**src/rtl/regfile_pkg.sv**
```systemverilog
// Shared constants, helpers and types for the register-file write scheduler.
package regfile_pkg;

  localparam int unsigned DefWidth = 16;
  localparam int unsigned DefSize  = 8;
  localparam int unsigned DefNreq  = 3;

  function automatic int unsigned addr_width(input int unsigned size);
    return $clog2(size);
  endfunction

  // Packed bundle of all requesters at the default configuration.
  typedef struct packed {
    logic [DefNreq-1:0]                       valid;
    logic [DefNreq*addr_width(DefSize)-1:0]   addr;
    logic [DefNreq*DefWidth-1:0]              data;
  } req_bundle_t;

endpackage

```
**src/rtl/rr_arbiter.sv**
```systemverilog
// Round-robin arbiter: grants the first valid requester after the last one served.
module rr_arbiter #(
  parameter int unsigned NREQ = 3
) (
  input  logic            clk_i,
  input  logic            rst_ni,
  input  logic [NREQ-1:0] valid_i,
  input  logic            advance_i,
  output logic [NREQ-1:0] grant_o
);

  localparam int unsigned IdxW = (NREQ > 1) ? $clog2(NREQ) : 1;
  localparam logic [IdxW-1:0] LastIdx = IdxW'(NREQ - 1);

  logic [IdxW-1:0] last_q, last_d, idx;
  logic            found;

  always_comb begin
    grant_o = '0;
    last_d  = last_q;
    idx     = last_q;
    found   = 1'b0;
    for (int k = 0; k < int'(NREQ); k++) begin
      idx = (idx == LastIdx) ? '0 : idx + IdxW'(1);
      if (!found && valid_i[idx]) begin
        grant_o[idx] = 1'b1;
        last_d       = idx;
        found        = 1'b1;
      end
    end
  end

  // Reset to the top index so requester 0 wins first.
  always_ff @(posedge clk_i or negedge rst_ni) begin
    if (!rst_ni) begin
      last_q <= LastIdx;
    end else if (advance_i) begin
      last_q <= last_d;
    end
  end

endmodule

```
**src/rtl/regfile_write_scheduler.sv**
```systemverilog
// Shares the register-file write port among requesters and tracks pending destinations.
module regfile_write_scheduler
  import regfile_pkg::*;
#(
  parameter int unsigned WIDTH = DefWidth,
  parameter int unsigned SIZE  = DefSize,
  parameter int unsigned NREQ  = DefNreq,
  localparam int unsigned ADDR_WIDTH = addr_width(SIZE)
) (
  input  logic                       clk_i,
  input  logic                       rst_ni,
  input  logic [NREQ-1:0]            req_valid_i,
  output logic [NREQ-1:0]            req_ready_o,
  input  logic [NREQ*ADDR_WIDTH-1:0] req_addr_i,
  input  logic [NREQ*WIDTH-1:0]      req_data_i,
  output logic                       rf_write_o,
  output logic [ADDR_WIDTH-1:0]      rf_writenum_o,
  output logic [WIDTH-1:0]           rf_data_in_o,
  input  logic                       rsv_valid_i,
  input  logic [ADDR_WIDTH-1:0]      rsv_addr_i,
  output logic                       rsv_ready_o,
  output logic [SIZE-1:0]            busy_o,
  input  logic [ADDR_WIDTH-1:0]      readnum1_i,
  input  logic [ADDR_WIDTH-1:0]      readnum2_i,
  output logic                       hazard1_o,
  output logic                       hazard2_o
);

  logic [NREQ-1:0]       grant;
  logic                  transfer;
  logic                  clr_hit;
  logic [ADDR_WIDTH-1:0] sel_addr;
  logic [WIDTH-1:0]      sel_data;

  logic                  rf_write_q;
  logic [ADDR_WIDTH-1:0] rf_writenum_q;
  logic [WIDTH-1:0]      rf_data_in_q;
  logic [SIZE-1:0]       busy_q, busy_d;

  rr_arbiter #(
    .NREQ(NREQ)
  ) u_arb (
    .clk_i    (clk_i),
    .rst_ni   (rst_ni),
    .valid_i  (req_valid_i),
    .advance_i(transfer),
    .grant_o  (grant)
  );

  assign req_ready_o = grant;
  assign transfer    = |grant;

  always_comb begin
    sel_addr = '0;
    sel_data = '0;
    for (int i = 0; i < int'(NREQ); i++) begin
      if (grant[i]) begin
        sel_addr = req_addr_i[i*ADDR_WIDTH +: ADDR_WIDTH];
        sel_data = req_data_i[i*WIDTH +: WIDTH];
      end
    end
  end

  // A write retiring the same register frees the slot for a new reservation.
  assign clr_hit     = transfer & (sel_addr == rsv_addr_i);
  assign rsv_ready_o = rsv_valid_i & (~busy_q[rsv_addr_i] | clr_hit);

  always_comb begin
    busy_d = busy_q;
    if (transfer) begin
      busy_d[sel_addr] = 1'b0;
    end
    if (rsv_ready_o) begin
      busy_d[rsv_addr_i] = 1'b1;
    end
  end

  always_ff @(posedge clk_i or negedge rst_ni) begin
    if (!rst_ni) begin
      rf_write_q    <= 1'b0;
      rf_writenum_q <= '0;
      rf_data_in_q  <= '0;
      busy_q        <= '0;
    end else begin
      rf_write_q <= transfer;
      busy_q     <= busy_d;
      if (transfer) begin
        rf_writenum_q <= sel_addr;
        rf_data_in_q  <= sel_data;
      end
    end
  end

  assign rf_write_o    = rf_write_q;
  assign rf_writenum_o = rf_writenum_q;
  assign rf_data_in_o  = rf_data_in_q;
  assign busy_o        = busy_q;

  // The in-flight term covers the cycle after busy clears but before the file updates.
  assign hazard1_o = busy_q[readnum1_i] | (rf_write_q & (rf_writenum_q == readnum1_i));
  assign hazard2_o = busy_q[readnum2_i] | (rf_write_q & (rf_writenum_q == readnum2_i));

endmodule

```
**config.mk**
```make
export PLATFORM = sky130hd
export DESIGN_NAME = regfile_write_scheduler
export DESIGN_NICKNAME = d
export VERILOG_FILES = /design/src/rtl/regfile_pkg.sv /design/src/rtl/rr_arbiter.sv /design/src/rtl/regfile_write_scheduler.sv
export SDC_FILE = /design/constraint.sdc
export NUM_CORES = 1
export LEC_CHECK = 0
export ABC_AREA = 1
export BUFFER_PORTS_ARGS = -buffer_cell sky130_fd_sc_hd__buf_2
export CAP_MARGIN = 0
export CORE_MARGIN = 1
export CORE_UTILIZATION = 46
export DETAILED_ROUTE_END_ITERATION = 6
export GPL_ROUTABILITY_DRIVEN = 1
export PLACE_DENSITY = 0.81
export SETUP_SLACK_MARGIN = 0.15
export SLEW_MARGIN = 25
export SYNTH_ARGS = -nofsm -noshare
export SYNTH_HDL_FRONTEND = slang
export SYNTH_HIERARCHICAL = 1
export SYNTH_SLANG_ARGS = --single-unit
```
**constraint.sdc**
```tcl
create_clock -name clk_i -period 3.1 [get_ports clk_i]
set_clock_uncertainty 0.05 [all_clocks]
set_input_delay 0.62 -clock clk_i [delete_from_list [all_inputs] [get_ports clk_i]]
set_output_delay 0.62 -clock clk_i [all_outputs]
set_load 0.005 [all_outputs]
```
== Word-level counts from Yosys, hierarchy flattened ==
Index checks and enable logic that the tools add are counted.

* Logic and storage cells: 92
* Bits in registers: 30

* Magnitude comparators: 12
* Bitwise logic cells: 13
* Muxes and demuxes: 41
* $add $sub $neg: 3
* Reduce and logical (&&, ||, !) cells: 12
* Equality and inequality tests: 6

{| class="wikitable"
|+ Operators by type and width
! operator !! number
|-
| 16-bit 2-to-1 mux || 3
|-
| 3-bit 2-to-1 mux || 6
|-
| 3-bit by 4-bit < comparator with 1-bit output (second input constant) || 4
|-
| 8-bit 2-to-1 mux || 2
|-
| 1-bit 2-to-1 mux || 13
|-
| 2-bit 2-to-1 mux || 6
|-
| 1-bit binary-select mux with 3-bit select || 3
|-
| 3-bit equality test || 3
|-
| 2-bit by 3-bit < comparator with 1-bit output (second input constant) || 3
|-
| 8-bit bitwise AND || 1
|-
| 8-bit NOT || 1
|-
| 8-bit bitwise OR || 1
|-
| 1-bit logical AND || 7
|-
| 2-bit by 1-bit adder with 2-bit output (second input constant) || 3
|-
| 1-bit binary-select mux with 2-bit select || 3
|-
| 1-bit demux with 2-bit select || 3
|-
| 1-bit demux with 3-bit select || 2
|-
| 2-bit equality test (second input constant) || 3
|-
| 2-bit by 1-bit >= comparator with 1-bit output (second input constant) || 3
|-
| 3-bit by 1-bit >= comparator with 1-bit output (second input constant) || 2
|-
| 3-bit bitwise OR || 2
|-
| 1-bit bitwise AND || 4
|-
| 1-bit bitwise OR || 3
|-
| 3-bit nonzero test || 1
|-
| other kinds (4) || 5
|}

== Longest topological paths before layout ==
Gate-level depths: netlist of the first run.

* Depth in word-level cells: 24
* Mapped depth: 19
* Mapped depth without buffers: 19

== Modules after synthesis ==
Netlist of the first run, hierarchy kept.

{| class="wikitable"
|+ By module, submodules not included
! module !! sequential area each (µm²) !! times used !! cells an instance !! area each (µm²)
|-
| regfile_write_scheduler || 700.7 || 1 || 250 || 1813.0
|-
| rr_arbiter || 51.3 || 1 || 45 || 260.2
|}

== Least setup slack after synthesis of the first run ==
Ideal clock, no wire load.

* Kind: reg2out
* Start: register u_arb.last_q[1]
* End: output rsv_ready_o
* Data required time: 2.430 ns
* Arrival: 2.193 ns
* Setup slack: 0.237 ns
* Stages on the path, launching flop included: 16
* Path through: dfstp_2 -> nor2_1 -> nand2_1 -> nand3_2 -> nor2_2 -> nand2_1 -> o211ai_1 -> buf_6 -> a21oi_1 -> nand2_2 -> nand2_2 -> nand2_1 -> nand2_1 -> nor2_1 -> nand2_2 -> a21boi_0

* Elaborated cells between the ends (all ways): 49
* Classes of those cells: add/sub (3); order compare (6); eq/ne (4); mux (23); bitwise (5); reduce/logical (8)

{| class="wikitable"
|+ RTL lines
! what !! RTL line !! RTL
|-
| from (decl) || rr_arbiter.sv:15 || <nowiki>logic [IdxW-1:0] last_q, last_d, idx;</nowiki>
|-
| from (signal assigned) || rr_arbiter.sv:36 || <nowiki>last_q <= LastIdx;</nowiki>
|-
| from (signal assigned) || rr_arbiter.sv:38 || <nowiki>last_q <= last_d;</nowiki>
|-
| 2-bit by 1-bit adder with 2-bit output or 2-bit equality test (tied branches) || rr_arbiter.sv:24 || <nowiki>idx = (idx == LastIdx) ? '0 : idx + IdxW'(1);</nowiki>
|-
| 2-bit 2-to-1 mux (*) || rr_arbiter.sv:24 ||
|-
| 2-bit by 1-bit adder with 2-bit output or 2-bit equality test (tied branches) || rr_arbiter.sv:24 ||
|-
| 2-bit 2-to-1 mux || rr_arbiter.sv:24 ||
|-
| 2-bit by 1-bit adder with 2-bit output (tied with other cells) || rr_arbiter.sv:24 ||
|-
| 2-bit 2-to-1 mux or 1-bit logical AND (tied branches) || rr_arbiter.sv:24, rr_arbiter.sv:26 ||
|-
| 2-bit by 3-bit < comparator with 1-bit output (implied by the code) (tied with other cells) || rr_arbiter.sv:26 || <nowiki>grant_o[idx] = 1'b1;</nowiki>
|-
| 1-bit logical AND (implied by the code) or 1-bit demux with 2-bit select (tied branches) || n/a ||
|-
| (+2 left out) || n/a ||
|-
| 3-bit bitwise OR (no source line) || n/a ||
|-
| 3-bit 2-to-1 mux (*) || rr_arbiter.sv:25 || <nowiki>if (!found && valid_i[idx]) begin</nowiki>
|-
| net req_ready_o[2] || regfile_write_scheduler.sv:13 || <nowiki>output logic [NREQ-1:0] req_ready_o,</nowiki>
|-
| 3-bit 2-to-1 mux || regfile_write_scheduler.sv:57 || <nowiki>if (grant[i]) begin</nowiki>
|-
| 3-bit equality test || regfile_write_scheduler.sv:65 || <nowiki>assign clr_hit = transfer & (sel_addr == rsv_addr_i);</nowiki>
|-
| 1-bit bitwise AND (*) || regfile_write_scheduler.sv:65 ||
|-
| 1-bit bitwise OR (*) || regfile_write_scheduler.sv:66 || <nowiki>assign rsv_ready_o = rsv_valid_i & (~busy_q[rsv_addr_i] | clr_hit);</nowiki>
|-
| 1-bit bitwise AND (*) || regfile_write_scheduler.sv:66 ||
|-
| to (decl) || regfile_write_scheduler.sv:21 || <nowiki>output logic rsv_ready_o,</nowiki>
|}

The timed path passes the listed nets; every way through them passes the cells marked *. The select of a mux whose other input is x is not followed.

== Final worst setup path of the first run ==
* Start: register u_arb.last_q[1]
* End: output rsv_ready_o

* Longest elaborated chain between the ends: 19
* Elaborated cells between the ends (all ways): 49
* Classes of those cells: add/sub (3); order compare (6); eq/ne (4); mux (23); bitwise (5); reduce/logical (8)

{| class="wikitable"
|+ RTL lines
! what !! RTL line
|-
| 2-bit by 1-bit adder with 2-bit output or 2-bit equality test (tied branches) || rr_arbiter.sv:24
|-
| 2-bit 2-to-1 mux (*) || rr_arbiter.sv:24
|-
| 2-bit by 1-bit adder with 2-bit output or 2-bit equality test (tied branches) || rr_arbiter.sv:24
|-
| 2-bit 2-to-1 mux || rr_arbiter.sv:24
|-
| 2-bit by 1-bit adder with 2-bit output (tied with other cells) || rr_arbiter.sv:24
|-
| 2-bit 2-to-1 mux or 1-bit logical AND (tied branches) || rr_arbiter.sv:24, rr_arbiter.sv:26
|-
| 2-bit by 3-bit < comparator with 1-bit output (implied by the code) (tied with other cells) || rr_arbiter.sv:26
|-
| 1-bit logical AND (implied by the code) or 1-bit demux with 2-bit select (tied branches) || n/a
|-
| 1-bit 2-to-1 mux (implied by the code) or 3-bit bitwise OR (tied branches) || n/a
|-
| 1-bit demux with 2-bit select or 3-bit 2-to-1 mux (tied branches) || n/a
|-
| 3-bit bitwise OR (no source line) || n/a
|-
| 3-bit 2-to-1 mux (*) || rr_arbiter.sv:25
|-
| 3-bit 2-to-1 mux (3 in a row) || regfile_write_scheduler.sv:57
|-
| 3-bit equality test || regfile_write_scheduler.sv:65
|-
| 1-bit bitwise AND (*) || regfile_write_scheduler.sv:65
|-
| 1-bit bitwise OR (*) || regfile_write_scheduler.sv:66
|-
| 1-bit bitwise AND (*) || regfile_write_scheduler.sv:66
|}

Mark *: on every way between the ends. The rest lies on a longest branch, timed or not. The select of a mux whose other input is x is not followed.

==> impl_metrics.env, run 1 <==
export IMPL_outcome="finished with violations"
export IMPL_violations="design-rule violations, negative setup slack"
export IMPL_cpPeakStageDelay_ns=0.64
export IMPL_synth_simple_gate_area_frac=0.310
export IMPL_synthMuxAreaShare=0
export IMPL_startpoint_type="register"
export IMPL_slowest_stage="dfstp_2"
export IMPL_avgSynthCellArea_um2=7.03
export IMPL_design_core_area_um2=4350
export IMPL_fin_hold_ws_ns=0.311
export IMPL_path_class="reg2out"
export IMPL_ys_seq_area_frac=0.363
export IMPL_cts_max_path_buffers=2
export IMPL_synth_top_family_by_area="simple AND/OR/NAND/NOR gates"
export IMPL_die_y_um=69.1
export IMPL_post_synth_top_count_cell="nand2_1"
export IMPL_syn_nets=367
export IMPL_synth_cell_type_count=30
export IMPL_irDropWorstVdd_mv=0.735
export IMPL_fin_nets=498
export IMPL_ys_warn_count=6
export IMPL_io_buffers=105
export IMPL_ys_flop_type="dfrtp_1"
export IMPL_ys_async_sr_fraction=1.00
export IMPL_cts_hold_fix_buffers=0
export IMPL_crit_chain="nor2_4, nand2_2, nand3_4, nor2_4, nand2_2, o211ai_1, nand3_1, nand2_2, nand2_2, nand2_1, nand2_1, nor2_2, nand2_2, a21boi_2, buf_2"
export IMPL_grt_use_total=0.266
export IMPL_grt_pass1_vias=2250
export IMPL_powerDensity_nw_per_um2=1120
export IMPL_crit_top_cell="nand2_2"
export IMPL_postSynthCellCount=295
export IMPL_gp_congestion=0.968
export IMPL_vias_per_cell=5.49
export IMPL_hold_class="in2async"
export IMPL_max_slew_margin=0.570
export IMPL_synth_edf_count=0
export IMPL_yosys_area_share_adder=0
export IMPL_drt_iter0_markers=162
export IMPL_synth_top_cell_area_share=0.350
export IMPL_dp_cells=449
export IMPL_synth_compound_area_frac=0.235
export IMPL_setup_tns_ns=-0.453
export IMPL_setup_viol=2
export IMPL_worst_slew_pin_slew_ns=0.645
export IMPL_drv_cap=0
export IMPL_synthXorXnorAreaFrac=0.00845
export IMPL_drt_first_pass_iters=6
export IMPL_drcViolationCount=1
export IMPL_cts_buffers=5
export IMPL_period_needed_ns=3.36
export IMPL_routedWlPerCell_um=13.6
export IMPL_ant_nets=0
export IMPL_path_max_fanout=5
export IMPL_area_growth_pct=46.5
export IMPL_grt_pass1_wl_um=10500
export IMPL_maxSlewViolCount=0
export IMPL_htreeDepth=2
export IMPL_rrSetupSlack_ns=-0.19
export IMPL_ys_ff_latch=30
export IMPL_root_buffer="clkbuf_8"
export IMPL_vias=2626
export IMPL_cp_data_arrival_time_ns=2.69
export IMPL_timing_final_crit_share=1.09
export IMPL_wirelength_um=6490
export IMPL_crit_path_start="u_arb/last_q[1]$_DFFE_PN1P_"
export IMPL_antenna_found_initial=0
export IMPL_n_antenna_cell=0
export IMPL_dpl_hpwl_um=4230
export IMPL_path_buf_inv=1
export IMPL_yosys_top_cells_area="dfrtp_1, nand2_1, o21ai_0"
export IMPL_critPathCaptureType="primary output"
export IMPL_clock_latency_ns=0.28
export IMPL_final_cells=478
export IMPL_drive_gt1_frac=0.425
export IMPL_hold_viol_final=0
export IMPL_cts_tree="built"
export IMPL_synth_area_leader_cell="dfrtp_1"
export IMPL_place_area_um2=2660
export IMPL_r2r_start="u_arb/last_q[0]$_DFFE_PN0P_"
export IMPL_fin_area_um2=3040
export IMPL_fmax_mhz=297
export IMPL_die_width_um=69.1
export IMPL_clkSlewWorstSetupHoldPaths_ns=0.06
export IMPL_required_ns=2.43
export IMPL_setup_slack_ns=-0.264
export IMPL_leakagePower_nw=1.60
export IMPL_grt_overflow=0
export IMPL_io_pins=106
export IMPL_rsz0062_at_grt="yes"
export IMPL_synth_area_um2=2070
export IMPL_dieArea_um2=4780
export IMPL_clock_sinks=30
export IMPL_grt_max_degree=31
export IMPL_num_rows=24
export IMPL_crit_family="simple AND/OR/NAND/NOR gates"
export IMPL_yosys_top_cells_count="nand2_1, o21ai_0, dfrtp_1"
export IMPL_final_core_utilization=0.698
export IMPL_initial_core_util=0.476
[sequential cells by signal, indices dropped and copies added, names as in the netlist]
| signal | cells |
|---|---|
| busy_o | 8 |
| rf_write_o | 1 |
| u_arb/last_q | 2 |
| rf_writenum_o | 3 |
| rf_data_in_o | 16 |
[logic make-up after synthesis]
kind of cell | after synthesis
xor+xnor | 2
compound gates | 78
buf+inv | 38
simple gates | 147
flops | 30
[final cells by class]
class	instances	area, µm²
fill	347	1320
tap	52	65.1
inverter	25	96.3
multi-input combinational	227	1230
timing repair buffer	137	777
sequential	30	753
clock inverter	1	30.0
clock buffer	6	82.6
[layer usage]
layer	vias to the layer above	track usage	part of all wire
met4	0	0.0839	0.022
met2	119	0.438	0.49
li1	1274	-	-
met1	1212	0.358	0.43
met5	-	0	0
met3	21	0.0395	0.054
[path summary, 6_finish.rpt]
path,end,depth (start not counted)
max,rsv_ready_o,15
min,rf_data_in_o[15]$_DFFE_PN0P_,1
max reg2reg,u_arb/last_q[0]$_DFFE_PN0P_,24
min reg2reg,rf_data_in_o[6]$_DFFE_PN0P_,2
max in group asynchronous,u_arb/last_q[0]$_DFFE_PN0P_,1
min in group clk_i,rf_data_in_o[6]$_DFFE_PN0P_,2
[stage by stage]
stage | total power [W] | worst slack (ns)
5_1_grt | 0.00372 | -0.410
3_3_place_gp | 0.00260 | 0.0202
2_1_floorplan | 0.00199 | 0.237
6_report | 0.00340 | -0.264
4_1_cts | 0.00319 | -0.137
3_5_place_dp | 0.00264 | -0.0267
[timing repair]
item	CTS	global route
pin swaps	5	18
resized for setup	2	29
setup buffers	20	2
endpoints found under the setup margin	1	4
[cell usage in the layout, fill, tap and decap left out, types with 2 or more instances in the layout]
cell type / instances
buf_2: 105
o21ai_1: 3
nand3_1: 16
o211ai_1: 6
o21ai_0: 35
clkbuf_8: 6
nand3_2: 2
buf_6: 3
or2_1: 3
o41ai_1: 2
buf_4: 29
nor2_2: 4
nand3_4: 3
nand2_2: 12
nor2_1: 19
nor3_1: 9
dfrtp_1: 28
a21oi_1: 9
nor2_4: 3
inv_2: 6
a221oi_1: 16
nand2_1: 75
xor2_1: 2
inv_1: 18
[power by group]
| part | internal, W | leakage [nW] | switching (W) | total [W] |
|---|---|---|---|---|
| logic | 0.000958 | 1.18 | 0.00127 | 0.00223 |
| registers | 0.000615 | 0.357 | 0.000151 | 0.000766 |
| clock network | 0.000257 | 0.0573 | 0.000146 | 0.000403 |
Power figures use the tool's default switching activity.
==> inputs of run 2 (changes only) <==
==> constraint.sdc (replaced) <==
create_clock -name clk_i -period 3.1 [get_ports clk_i]
set_clock_uncertainty 0.05 [all_clocks]
set_input_delay 0.31 -clock clk_i [delete_from_list [all_inputs] [get_ports clk_i]]
set_output_delay 0.31 -clock clk_i [all_outputs]
set_load 0.005 [all_outputs]
==> run 2 against run 1 <==
Compared with the run above: the flow finishes with violations (design-rule violations); final cell count grew 1.0%; clock-buffer cell count down 1; non-clock buffer count up 5; design area increased by 2.7%; worst setup slack improved by 0.35 ns; die area stayed put; hold slack worse by 0.28 ns; wire length increased by 8.1%; critical endpoint unchanged.
==> impl_metrics.env, run 2 (synthesis results as in run 1) <==
export IMPL_outcome="finished with violations"
export IMPL_violations="design-rule violations"
export IMPL_cts_max_path_buffers=2
export IMPL_grt_overflow=0
export IMPL_design_core_area_um2=4350
export IMPL_area_growth_pct=50.5
export IMPL_dp_cells=442
export IMPL_fin_nets=503
export IMPL_drt_first_pass_iters=7
export IMPL_die_width_um=69.1
export IMPL_ff2ff_path_depth=22
export IMPL_cts_hold_fix_buffers=0
export IMPL_num_rows=24
export IMPL_regArea_um2=753
export IMPL_io_buffers=105
export IMPL_n_antenna_cell=0
export IMPL_multi_input_area_um2=1280
export IMPL_irDropWorstVdd_mv=0.839
export IMPL_place_area_um2=2610
export IMPL_drcViolationCount=1
export IMPL_hold_viol_final=0
export IMPL_largest_reg_flops=16
export IMPL_dieArea_um2=4780
export IMPL_powerDensity_nw_per_um2=1170
export IMPL_grt_pass1_vias=2359
export IMPL_critPathCaptureType="primary output"
export IMPL_dpl_hpwl_um=4450
export IMPL_fmax_mhz=331
export IMPL_pwr_share_comb=0.710
export IMPL_wirelength_um=7010
export IMPL_p_seq_frac=0.210
export IMPL_setup_viol=0
export IMPL_clockPowerShare=0.080
export IMPL_leakagePower_nw=1.64
export IMPL_vias_per_cell=5.56
export IMPL_grt_pass1_wl_um=10900
export IMPL_fin_area_um2=3120
export IMPL_clock_sinks=30
export IMPL_worst_slew_pin_slew_ns=0.703
export IMPL_cts_tree="built"
export IMPL_nFillCells=354
export IMPL_cts_buffers=5
export IMPL_ant_nets=0
export IMPL_rr_endpoint="u_arb/last_q[0]$_DFFE_PN0P_"
export IMPL_root_buffer="clkbuf_8"
export IMPL_startpoint_type="register"
export IMPL_grt_use_total=0.276
export IMPL_grt_max_degree=31
export IMPL_r2r_start="u_arb/last_q[1]$_DFFE_PN1P_"
export IMPL_p_sw_w=0.00171
export IMPL_clock_latency_ns=0.27
export IMPL_htreeDepth=2
export IMPL_io_pins=106
export IMPL_rsz0062_at_grt="yes"
export IMPL_drt_iter0_markers=189
export IMPL_period_needed_ns=3.02
export IMPL_drive_gt1_frac=0.455
export IMPL_maxSlewViolCount=0
export IMPL_p_total_w=0.00366
export IMPL_max_slew_margin=0.531
export IMPL_timing_final_crit_share=0.974
export IMPL_required_ns=2.74
export IMPL_final_cell_mix="buf_2, nand2_1, o21ai_0, buf_4, dfrtp_1"
export IMPL_routedWlPerCell_um=14.5
export IMPL_cp_data_arrival_time_ns=2.66
export IMPL_hold_class="in2async"
export IMPL_gp_congestion=0.872
export IMPL_drv_cap=0
export IMPL_final_common_cell="buf_2"
export IMPL_antenna_found_initial=0
export IMPL_die_y_um=69.1
export IMPL_initial_core_util=0.476
export IMPL_clkSlewWorstSetupHoldPaths_ns=0.07
export IMPL_path_max_fanout=7
export IMPL_rrSetupSlack_ns=0.10
export IMPL_path_class="reg2out"
export IMPL_final_cells=483
export IMPL_vias=2686
export IMPL_p_int_w=0.00195
export IMPL_sw_frac_of_total=0.467
run 2: layout make-up:
cell class,count,area share
timing repair buffer,142,0.269
tap,52,0.0209
clock inverter,2,0.00321
clock buffer,5,0.0221
inverter,25,0.0317
sequential,30,0.241
multi-input combinational,227,0.412
run 2: worst max path at each step:
stage | startpoint | to | slack (ns)
3_3_place_gp | u_arb/last_q[1]$_DFFE_PN1P_ | rsv_ready_o | 0.32
5_1_grt | u_arb/last_q[1]$_DFFE_PN1P_ | rsv_ready_o | -0.03
2_1_floorplan | u_arb/last_q[1]$_DFFE_PN1P_ | rsv_ready_o | 0.55
3_5_place_dp | u_arb/last_q[1]$_DFFE_PN1P_ | rsv_ready_o | 0.20
4_1_cts | u_arb/last_q[1]$_DFFE_PN1P_ | rsv_ready_o | 0.14
6_report | u_arb/last_q[1]$_DFFE_PN1P_ | rsv_ready_o | 0.08
run 2: worst max-delay path: stages, from the launching register on:
cell and delay [ns]:
dfstp_2 0.62, nor2_4 0.07, nand2_2 0.11, nand3_4 0.11
nor2_1 0.21, nand2_1 0.11, o211ai_1 0.10, buf_4 0.18
buf_8 0.11, a21oi_1 0.04, nand2_2 0.11, nand2_4 0.08
nand2_2 0.06, nand2_1 0.04, nor2_1 0.11, nand2_2 0.08
a21boi_2 0.13, buf_2 0.12
run 2: power by group through the flow:
stage	clock network (W)	logic [W]	registers, W
2_1_floorplan	0	0.00123	0.000760
3_3_place_gp	0	0.00174	0.000754
3_5_place_dp	0	0.00178	0.000757
4_1_cts	0.000298	0.00212	0.000761
5_1_grt	0.000313	0.00286	0.000793
6_report	0.000292	0.00260	0.000768
run 2: layer usage:
| metal | up-vias | global-route usage | wire length [µm] |
|---|---|---|---|
| met5 | - | 0 | 0 |
| met4 | 0 | 0.0998 | 172 |
| met3 | 20 | 0.0292 | 514 |
| met2 | 152 | 0.464 | 3520 |
| met1 | 1233 | 0.368 | 2800 |
| li1 | 1281 | - | - |
run 2: repair_timing:
| item | in CTS | in global routing |
|---|---|---|
| setup buffers | 21 | 12 |
| endpoints found under the setup margin | 1 | 4 |
| gates resized for setup | 16 | 35 |
| cloned | 1 | 0 |
| pin swaps | 11 | 24 |
run 2: stage by stage:
step / setup TNS (ns) / worst slack, ns / hold WS (ns) / util
2_1_floorplan: 0 / 0.547 / -0.0356 / -
3_3_place_gp: 0 / 0.321 / 0.335 / 0.599
3_5_place_dp: 0 / 0.197 / 0.343 / 0.599
4_1_cts: 0 / 0.143 / 0.0486 / 0.664
5_1_grt: -0.0269 / -0.0269 / 0.0730 / 0.717
6_report: 0 / 0.0818 / 0.0287 / 0.717
==> inputs of run 3 (changes only) <==
- CORE_ASPECT_RATIO: not set -> 1.1
==> run 3 against run 2 <==
Compared with the run above: final cell count fell by 3.1%; maximum frequency fell by 6.4%; largest cell class unchanged; design area fell by 5.9%; the run ends with negative setup slack left; first-iteration DRC count down 33%; critical path depth stayed put; clock-buffer cell count is 1 higher; die area barely moved; sequential share of layout area is 1.5 points higher; sequential power increased by 0.8%; wire length fell by 6.6%; flip-flop and latch count stayed put.
==> impl_metrics.env, run 3 (synthesis results as in run 1) <==
export IMPL_slowest_stage="dfstp_2"
export IMPL_startpoint_type="register"
export IMPL_drive_gt1_frac=0.411
export IMPL_largest_reg_flops=16
export IMPL_grt_max_degree=31
export IMPL_setup_viol=1
export IMPL_maxSlewViolCount=0
export IMPL_num_rows=25
export IMPL_path_class="reg2out"
export IMPL_cpPeakStageDelay_ns=0.64
export IMPL_required_ns=2.74
export IMPL_place_area_um2=2610
export IMPL_ant_nets=0
export IMPL_clock_latency_ns=0.28
export IMPL_final_cell_mix="buf_2, nand2_1, o21ai_0, dfrtp_1, nor2_1"
export IMPL_vias_per_cell=5.37
export IMPL_violations="negative setup slack"
export IMPL_max_slew_margin=0.543
export IMPL_hold_class="in2async"
export IMPL_grt_pass1_vias=2178
export IMPL_antenna_found_initial=0
export IMPL_drt_first_pass_iters=5
export IMPL_drv_cap=0
export IMPL_wirelength_um=6550
export IMPL_routedWlPerCell_um=14.0
export IMPL_die_width_um=66.0
export IMPL_setup_slack_ns=-0.123
export IMPL_period_needed_ns=3.22
export IMPL_die_y_um=72.4
export IMPL_drcViolationCount=0
export IMPL_critPathCaptureType="primary output"
export IMPL_vias=2514
export IMPL_area_growth_pct=41.6
export IMPL_fin_area_um2=2940
export IMPL_dieArea_um2=4780
export IMPL_setup_tns_ns=-0.123
export IMPL_final_common_cell="buf_2"
export IMPL_initial_core_util=0.480
export IMPL_outcome="finished with violations"
export IMPL_hold_viol_final=0
export IMPL_grt_pass1_wl_um=9780
export IMPL_root_buffer="clkbuf_8"
export IMPL_irDropWorstVdd_mv=0.773
export IMPL_worst_slew_pin_slew_ns=0.686
export IMPL_place_ws_ns=0.199
export IMPL_timing_final_crit_share=1.04
export IMPL_clkSlewWorstSetupHoldPaths_ns=0.07
export IMPL_fin_hold_ws_ns=0.00938
export IMPL_dpl_hpwl_um=4430
export IMPL_io_buffers=105
export IMPL_crit_top_cell="nand2_2"
export IMPL_io_pins=106
export IMPL_grt_overflow=0
export IMPL_cts_tree="built"
export IMPL_clock_sinks=30
export IMPL_leakagePower_nw=1.53
export IMPL_cts_max_path_buffers=2
export IMPL_drt_iter0_markers=126
export IMPL_design_core_area_um2=4320
export IMPL_powerDensity_nw_per_um2=1130
export IMPL_path_max_fanout=5
export IMPL_fin_nets=485
export IMPL_fmax_mhz=310
export IMPL_cp_data_arrival_time_ns=2.86
export IMPL_n_antenna_cell=0
export IMPL_gp_congestion=0.834
export IMPL_grt_use_total=0.266
export IMPL_cts_buffers=5
export IMPL_crit_chain="nor2_4, inv_2, o22ai_1, nor2_1, nand2_2, o211ai_1, buf_4, inv_4, or2_4, buf_6, nand2_4, nand2_2, nand2_2, nor2_2, nand2_2, a21boi_1, buf_2"
export IMPL_rsz0062_at_grt="yes"
export IMPL_htreeDepth=2
run 3: critical path, delay by kind of cell, from the launching register on:
kind / cells / cell delay (ns)
compound gates: 3 / 0.43
buf+inv: 5 / 0.53
simple gates: 9 / 0.96
flops: 1 / 0.64
run 3: per-layer routing:
layer	part of all wire	wire (µm)	vias to the layer above	track usage
met5	0	0	-	0
met4	0.025	165	0	0.132
met3	0.055	359	18	0.0519
met2	0.50	3270	111	0.442
met1	0.42	2750	1141	0.325
li1	-	-	1244	-
run 3: where the power goes:
part | internal [W] | total [W] | switching (W) | leakage [nW]
clock network | 0.000178 | 0.000334 | 0.000156 | 0.0472
registers | 0.000615 | 0.000774 | 0.000159 | 0.357
logic | 0.000930 | 0.00222 | 0.00129 | 1.13
total | 0.00172 | 0.00333 | 0.00160 | 1.53
run 3: area by class of cell:
class | count | area [µm²]
clock buffer | 6 | 82.6
inverter | 25 | 98.8
timing repair buffer | 124 | 676
fill | 362 | 1380
multi-input combinational | 227 | 1250
tap | 54 | 67.6
sequential | 30 | 753
clock inverter | 2 | 12.5
run 3: stage by stage:
step,total power (W),util,std cells
after floorplan,0.00199,-,295
after global placement,0.00250,0.604,444
after detailed placement,0.00255,0.604,444
after CTS,0.00314,0.662,461
after global routing,0.00362,0.680,468
final,0.00333,0.680,468
run 3: path summary, 6_finish.rpt:
kind                                              from                          end  slack, ns  depth (start not counted)
max                        u_arb/last_q[1]$_DFFE_PN1P_                  rsv_ready_o      -0.12                         17
min                                             rst_ni          busy_o[5]$_DFF_PN0_      0.009                          1
max reg2reg                u_arb/last_q[1]$_DFFE_PN1P_          busy_o[0]$_DFF_PN0_       0.16                         16
min in group clk_i                      req_data_i[41]  rf_data_in_o[9]$_DFFE_PN0P_       0.25                          3
min reg2reg                rf_data_in_o[9]$_DFFE_PN0P_  rf_data_in_o[9]$_DFFE_PN0P_       0.43                          2
max in group asynchronous                       rst_ni  u_arb/last_q[0]$_DFFE_PN0P_       2.50                          1
run 3: timing repair:
action | in CTS | in global routing
gates resized for setup | 24 | 10
pin swaps | 17 | 18
hold buffers | 0 | 0
setup endpoints to repair | 1 | 1
buffers inserted | 9 | 7
